## src/rtl/lfsr6_pkg.sv

```systemverilog
// rtl/lfsr6_pkg.sv - shared constants and types for the 56-bit, 10-bit-per-step LFSR
package lfsr6_pkg;

    localparam int WIDTH = 56;
    localparam int STEPS = 10;
    localparam int CNT_W = 16;

    // Feedback taps above bit 0 (x^5, x^20, x^28, x^38, x^45); bit 0 always takes msb^d
    localparam logic [WIDTH-1:0] TAP_MASK = 56'h00204010100020;

    localparam logic [1:0] ST_IDLE     = 2'd0;
    localparam logic [1:0] ST_ACCUM    = 2'd1;
    localparam logic [1:0] ST_WAIT_SIG = 2'd2;

    typedef enum logic [1:0] {
        IDLE     = ST_IDLE,
        ACCUM    = ST_ACCUM,
        WAIT_SIG = ST_WAIT_SIG
    } fsm_state_t;

    function automatic logic [WIDTH-1:0] lfsr_step1(input logic [WIDTH-1:0] s, input logic d);
        logic [WIDTH-1:0] n;
        logic             msb;
        msb  = s[WIDTH-1];
        n[0] = msb ^ d;
        for (int i = 1; i < WIDTH; i++) begin
            n[i] = TAP_MASK[i] ? (s[i-1] ^ msb) : s[i-1];
        end
        return n;
    endfunction

endpackage

```

## src/rtl/lfsr_6_check_if.sv

```systemverilog
// rtl/lfsr_6_check_if.sv - word, signature and result handshake bundle for lfsr_6_check
interface lfsr_6_check_if;
    import lfsr6_pkg::*;

    logic [STEPS-1:0] serial_in;
    logic             in_valid;
    logic             in_last;
    logic             in_ready;
    logic [WIDTH-1:0] sig_in;
    logic             sig_valid;
    logic             sig_ready;
    logic             result_valid;
    logic             result_ok;

    modport master (
        output serial_in, in_valid, in_last, sig_in, sig_valid,
        input  in_ready, sig_ready, result_valid, result_ok
    );

    modport slave (
        input  serial_in, in_valid, in_last, sig_in, sig_valid,
        output in_ready, sig_ready, result_valid, result_ok
    );

endinterface

```

## src/rtl/lfsr6_step.sv

```systemverilog
// rtl/lfsr6_step.sv - combinational 10-bit advance of the 56-bit LFSR, bit 0 of word applied first
module lfsr6_step
    import lfsr6_pkg::*;
(
    input  logic [WIDTH-1:0] state,
    input  logic [STEPS-1:0] word,
    output logic [WIDTH-1:0] next
);

    always_comb begin
        next = state;
        for (int i = 0; i < STEPS; i++) begin
            next = lfsr_step1(next, word[i]);
        end
    end

endmodule

```

## src/rtl/lfsr_6_check.sv

```systemverilog
// rtl/lfsr_6_check.sv - receive-side LFSR signature checker: accumulate a frame, compare signature
module lfsr_6_check
    import lfsr6_pkg::*;
(
    input  logic              clk,
    input  logic              rst,
    input  logic              start,
    input  logic [WIDTH-1:0]  data_load,
    output logic [WIDTH-1:0]  data_out,
    output logic [CNT_W-1:0]  word_count,
    output logic              busy,
    lfsr_6_check_if.slave     link
);

    logic [1:0]        fsm;
    logic [WIDTH-1:0]  state;
    logic [WIDTH-1:0]  state_next;
    logic [CNT_W-1:0]  cnt;
    logic              res_valid;
    logic              res_ok;

    lfsr6_step u_step (
        .state (state),
        .word  (link.serial_in),
        .next  (state_next)
    );

    // start wins over any accept in the same cycle, so it is tested before the FSM case
    always_ff @(posedge clk) begin
        if (rst) begin
            fsm       <= ST_IDLE;
            state     <= '0;
            cnt       <= '0;
            res_valid <= 1'b0;
            res_ok    <= 1'b0;
        end else begin
            res_valid <= 1'b0;
            if (start) begin
                state <= data_load;
                cnt   <= '0;
                fsm   <= ST_ACCUM;
            end else begin
                case (fsm)
                    ST_ACCUM: begin
                        if (link.in_valid) begin
                            state <= state_next;
                            if (cnt != {CNT_W{1'b1}}) begin
                                cnt <= cnt + 1'b1;
                            end
                            if (link.in_last) begin
                                fsm <= ST_WAIT_SIG;
                            end
                        end
                    end
                    ST_WAIT_SIG: begin
                        if (link.sig_valid) begin
                            res_ok    <= (link.sig_in == state);
                            res_valid <= 1'b1;
                            fsm       <= ST_IDLE;
                        end
                    end
                    default: ;
                endcase
            end
        end
    end

    assign link.in_ready     = (fsm == ST_ACCUM);
    assign link.sig_ready    = (fsm == ST_WAIT_SIG);
    assign link.result_valid = res_valid;
    assign link.result_ok    = res_ok;
    assign data_out          = state;
    assign word_count        = cnt;
    assign busy              = (fsm != ST_IDLE);

endmodule

```

## src/flat_wrapper.sv

```systemverilog
// flat-port wrapper written by rule: the top's interface ports become plain ports
module lfsr_6_check_flat import lfsr6_pkg::*;
  (clk, rst, start, data_load, data_out, word_count, busy, link_serial_in, link_in_valid, link_in_last, link_sig_in, link_sig_valid, link_in_ready, link_sig_ready, link_result_valid, link_result_ok);
  lfsr_6_check_if link_i ();
  input  logic clk;
  input  logic rst;
  input  logic start;
  input  logic [WIDTH-1:0] data_load;
  output logic [WIDTH-1:0] data_out;
  output logic [CNT_W-1:0] word_count;
  output logic busy;
  input wire logic [$bits(link_i.serial_in)-1:0] link_serial_in;
  input wire logic [$bits(link_i.in_valid)-1:0] link_in_valid;
  input wire logic [$bits(link_i.in_last)-1:0] link_in_last;
  input wire logic [$bits(link_i.sig_in)-1:0] link_sig_in;
  input wire logic [$bits(link_i.sig_valid)-1:0] link_sig_valid;
  output wire logic [$bits(link_i.in_ready)-1:0] link_in_ready;
  output wire logic [$bits(link_i.sig_ready)-1:0] link_sig_ready;
  output wire logic [$bits(link_i.result_valid)-1:0] link_result_valid;
  output wire logic [$bits(link_i.result_ok)-1:0] link_result_ok;
  assign link_i.serial_in = link_serial_in;
  assign link_i.in_valid = link_in_valid;
  assign link_i.in_last = link_in_last;
  assign link_i.sig_in = link_sig_in;
  assign link_i.sig_valid = link_sig_valid;
  assign link_in_ready = link_i.in_ready;
  assign link_sig_ready = link_i.sig_ready;
  assign link_result_valid = link_i.result_valid;
  assign link_result_ok = link_i.result_ok;
  lfsr_6_check u_core (.clk(clk), .rst(rst), .start(start), .data_load(data_load), .data_out(data_out), .word_count(word_count), .busy(busy), .link(link_i));
endmodule
```

## config.mk

```make
export PLATFORM = sky130hd
export DESIGN_NAME = lfsr_6_check_flat
export DESIGN_NICKNAME = d
export VERILOG_FILES = /design/src/rtl/lfsr6_pkg.sv /design/src/rtl/lfsr_6_check_if.sv /design/src/rtl/lfsr6_step.sv /design/src/rtl/lfsr_6_check.sv /design/src/flat_wrapper.sv
export SDC_FILE = /design/constraint.sdc
export NUM_CORES = 1
export LEC_CHECK = 0
export CAP_MARGIN = 20
export CELL_PAD_IN_SITES_DETAIL_PLACEMENT = 2
export CELL_PAD_IN_SITES_GLOBAL_PLACEMENT = 2
export CORE_MARGIN = 5
export CORE_UTILIZATION = 23
export DETAILED_ROUTE_END_ITERATION = 7
export HOLD_SLACK_MARGIN = 0.06
export PLACE_DENSITY_LB_ADDON = 0.15
export SLEW_MARGIN = 20
export SYNTH_ARGS = -nofsm -noshare
export SYNTH_HDL_FRONTEND = slang
export SYNTH_SLANG_ARGS = --single-unit
```

## constraint.sdc

```tcl
create_clock -name clk -period 1.8 [get_ports clk]
set_input_delay 0.27 -clock clk [delete_from_list [all_inputs] [get_ports clk]]
set_output_delay 0.27 -clock clk [all_outputs]
set_load 0.005 [all_outputs]
```

==> out/results.tsv <==
metric	value	unit
grt_start_max_net_pins	115	
status	completed	
path_buf_inv	2	
core_area	0.01953	mm²
async_flop_share	0	%
hold_violations	0	
place_congestion	0.8643	
postSynthCellCount	576	
crit_cells	2	
max_slew_margin	60.79	%
fillers	2201	
multi_input_area	0.002829	mm²
synth.avg_cell_area	7.933	µm²
rrSetupSlack	50	ps
area_growth	66.73	%
cts_tree	done	
portBuffers	204	
drv_slew	0	
hold_path_depth	4	
clk_latency	350	ps
fin_skew	8.897	ps
numCtsBuffers	9	
worstSetupStartpoint	u_core.data_out[41]$_SDFFE_PP0P_	
vias_per_cell	4.720	
crit_fanout	3	
grt_pass1_vias	5614	
max_stage_delay	510	ps
fin_hold_ws	377.5	ps
clock-root-buffer	clkbuf_16	
antenna_found_initial	3	
netlist_area	0.004569	mm²
clock_sinks	76	
worstSetupEndpointType	primary output	
timing.final.crit_share	98.07	%
hpwl	18.70	mm
fin_tns_setup	0	ps
crit_arrival	1500	ps
drt_wl_total	23.78	mm
yosys_warnings	0	
row_count	51	
path_clk_slew	60	ps
seq_area	0.001528	mm²
vias	5117	
synth_seq_cells	76	
grt_overflow	0	
p_leak	2.604	nW
drtIter0Drc	208	
synth-edff-count	0	
ff2ff_path_depth	5	
cp_cell_sequence	buf_4, clkdlybuf4s50_1	
cp_top_family	buffers and inverters	
avgRoutedWirePerCell	21.93	µm
slowest_stage	clkdlybuf4s50_1	
ant_nets	0	
setup_viol	0	
final_nets	941	
power.density	662.8	mW/mm²
timing.rr.end	u_core.word_count[3]$_SDFFE_PP0P_	
dieArea	0.02279	mm²
synth_cell_type_count	37	
reg2reg_from	u_core.word_count[4]$_SDFFE_PP0P_	
ioPinCount	205	
dieWidth	151.0	µm
finalCriticalPeriod	1765	ps
worst_pin_slew	573.3	ps
worstSetupPathType	reg2out	
start_util	23.40	%
required	1530	ps
cts_htree_levels	3	
startpoint_type	flip-flop	
grt_pass1_wl	35.16	mm
ir_worst_vdd	365.2	µV
ys.flop_type	dfxtp_1	
drc	0	
fmax	566.5	MHz
syn_nets	705	
die_y	151.0	µm
dr.pass1.iters	4	
maxCapViolations	0	
rsz0062_at_grt	yes	
track_usage	20.91	%
layout-drive-gt1-share	11.87	%
crit_end	data_out[41]	
cts.path.max_buffers	2	
ys_seq_area_share	33.30	%
hp-class	in2reg	
-- cells in the final DEF (no fill, tap or decap), types with 3 or more instances in the layout --
cell	instances
a211oi_1	40
a21oi_1	67
a221oi_1	10
and2_1	3
buf_12	5
buf_4	61
clkbuf_1	4
clkbuf_16	9
clkdlybuf4s50_1	200
dfxtp_1	71
dfxtp_2	5
inv_1	13
nand2_1	31
nand3_1	4
nand4_1	15
nor2_1	104
nor4_1	5
xnor2_1	124
xor2_1	6
-- what timing repair did --
action                     CTS  global route
hold buffers                 0             0
pin swaps                    0             1
buffers inserted             0             1
hold endpoints to repair     0             0
setup endpoints to repair    7             9
resized for setup            8             7
-- layout make-up --
cell class,count,share of cell area [%]
Inverter,13,0.6405
Clock inverter,2,0.1314
Sequential cell,76,20.05
Antenna cell,2,0.06569
Multi-Input combinational cell,441,37.13
Timing Repair Buffer,271,34.29
Tap cell,265,4.352
Clock buffer,14,3.334
-- metal layers --
layer  vias up  share of wire, %  GRT usage (%)
met5         -             0.088              0
li1       2435                 -              -
met3        28               5.6          4.548
met4         4               2.2          6.618
met1      2506                44          27.14
met2       144                48          34.63
-- cell families after synthesis --
| group | count (synthesis) | share of synthesized area [%] |
|---|---|---|
| fa+ha+maj | 1 | 0.2738 |
| simple gates | 181 | 17.99 |
| xor+xnor | 130 | 24.92 |
| flops | 76 | 33.30 |
| compound gates | 128 | 17.96 |
| mux | 1 | 0.2191 |
| buf+inv | 59 | 5.340 |
-- Yosys cell counts (2+ instances only) --
cell | instances | area share (%)
xnor2_1 | 124 | 24
nor2_1 | 104 | 8.5
dfxtp_1 | 76 | 33
a21oi_1 | 67 | 7.3
a211oi_1 | 40 | 6.6
nand2_1 | 31 | 2.5
clkbuf_1 | 30 | 2.5
nand4_1 | 15 | 2.1
inv_1 | 13 | 1.1
buf_2 | 12 | 1.3
a221oi_1 | 10 | 1.9
xor2_1 | 6 | 1.2
nor4_1 | 5 | 0.68
nand3_1 | 4 | 0.44
a2111oi_0 | 3 | 0.58
and2_1 | 3 | 0.41
buf_1 | 3 | 0.25
nor4_2 | 3 | 0.82
and4_1 | 2 | 0.38
nand2b_1 | 2 | 0.27
nor2b_1 | 2 | 0.27
nor3_1 | 2 | 0.22
o211ai_2 | 2 | 0.55
o21ai_0 | 2 | 0.22
or2_2 | 2 | 0.27
or4_1 | 2 | 0.33
-- state kept, by name (all words and copies together), names as in the netlist --
name                      cells
u_core.link.result_ok         1
u_core.word_count            16
u_core.link.result_valid      1
u_core.fsm                    2
u_core.data_out              56
-- worst min-delay path by stage --
stage	from	endpoint	slack, ps
after CTS	start	u_core.link.result_valid$_SDFF_PP0_	370
after global placement	u_core.link.result_ok$_SDFFE_PP0P_	u_core.link.result_ok$_SDFFE_PP0P_	460
after global routing	start	u_core.link.result_valid$_SDFF_PP0_	400
after detailed placement	u_core.link.result_ok$_SDFFE_PP0P_	u_core.link.result_ok$_SDFFE_PP0P_	460
after floorplan	data_load[15]	u_core.data_out[15]$_SDFFE_PP0P_	410
final	start	u_core.link.result_valid$_SDFF_PP0_	380
-- where the power goes --
part / total [mW] / leakage, nW / internal, mW / switching (mW)
clock: 1.71 / 0.131 / 0.970 / 0.740
sequential: 1.93 / 0.627 / 1.77 / 0.153
combinational: 1.41 / 1.85 / 0.811 / 0.602
total: 5.05 / 2.60 / 3.55 / 1.49
-- worst register-to-register path: cells and delay by family (launching register included) --
family,cells,cell delay [ps]
AO/OA/AOI/OAI,1,550
AND/OR/NAND/NOR,3,530
flip-flops,1,370
XOR/XNOR,1,190
-- through the flow --
| step | util (%) | cell area [µm²] | worst slack [ps] | power (mW) | cells |
|---|---|---|---|---|---|
| global route | 39.00 | 7616 | -11.37 | 5.297 | 1083 |
| floorplan | - | 4569 | 120.0 | 2.521 | 576 |
| detailed placement | 37.40 | 7302 | -251.5 | 3.375 | 1065 |
| global placement | 37.40 | 7302 | -202.6 | 3.337 | 1065 |
| CTS | 38.85 | 7586 | 0.8379 | 5.113 | 1081 |
| finish | 39.02 | 7619 | 34.76 | 5.050 | 1084 |
Power figures use the tool's default switching activity.
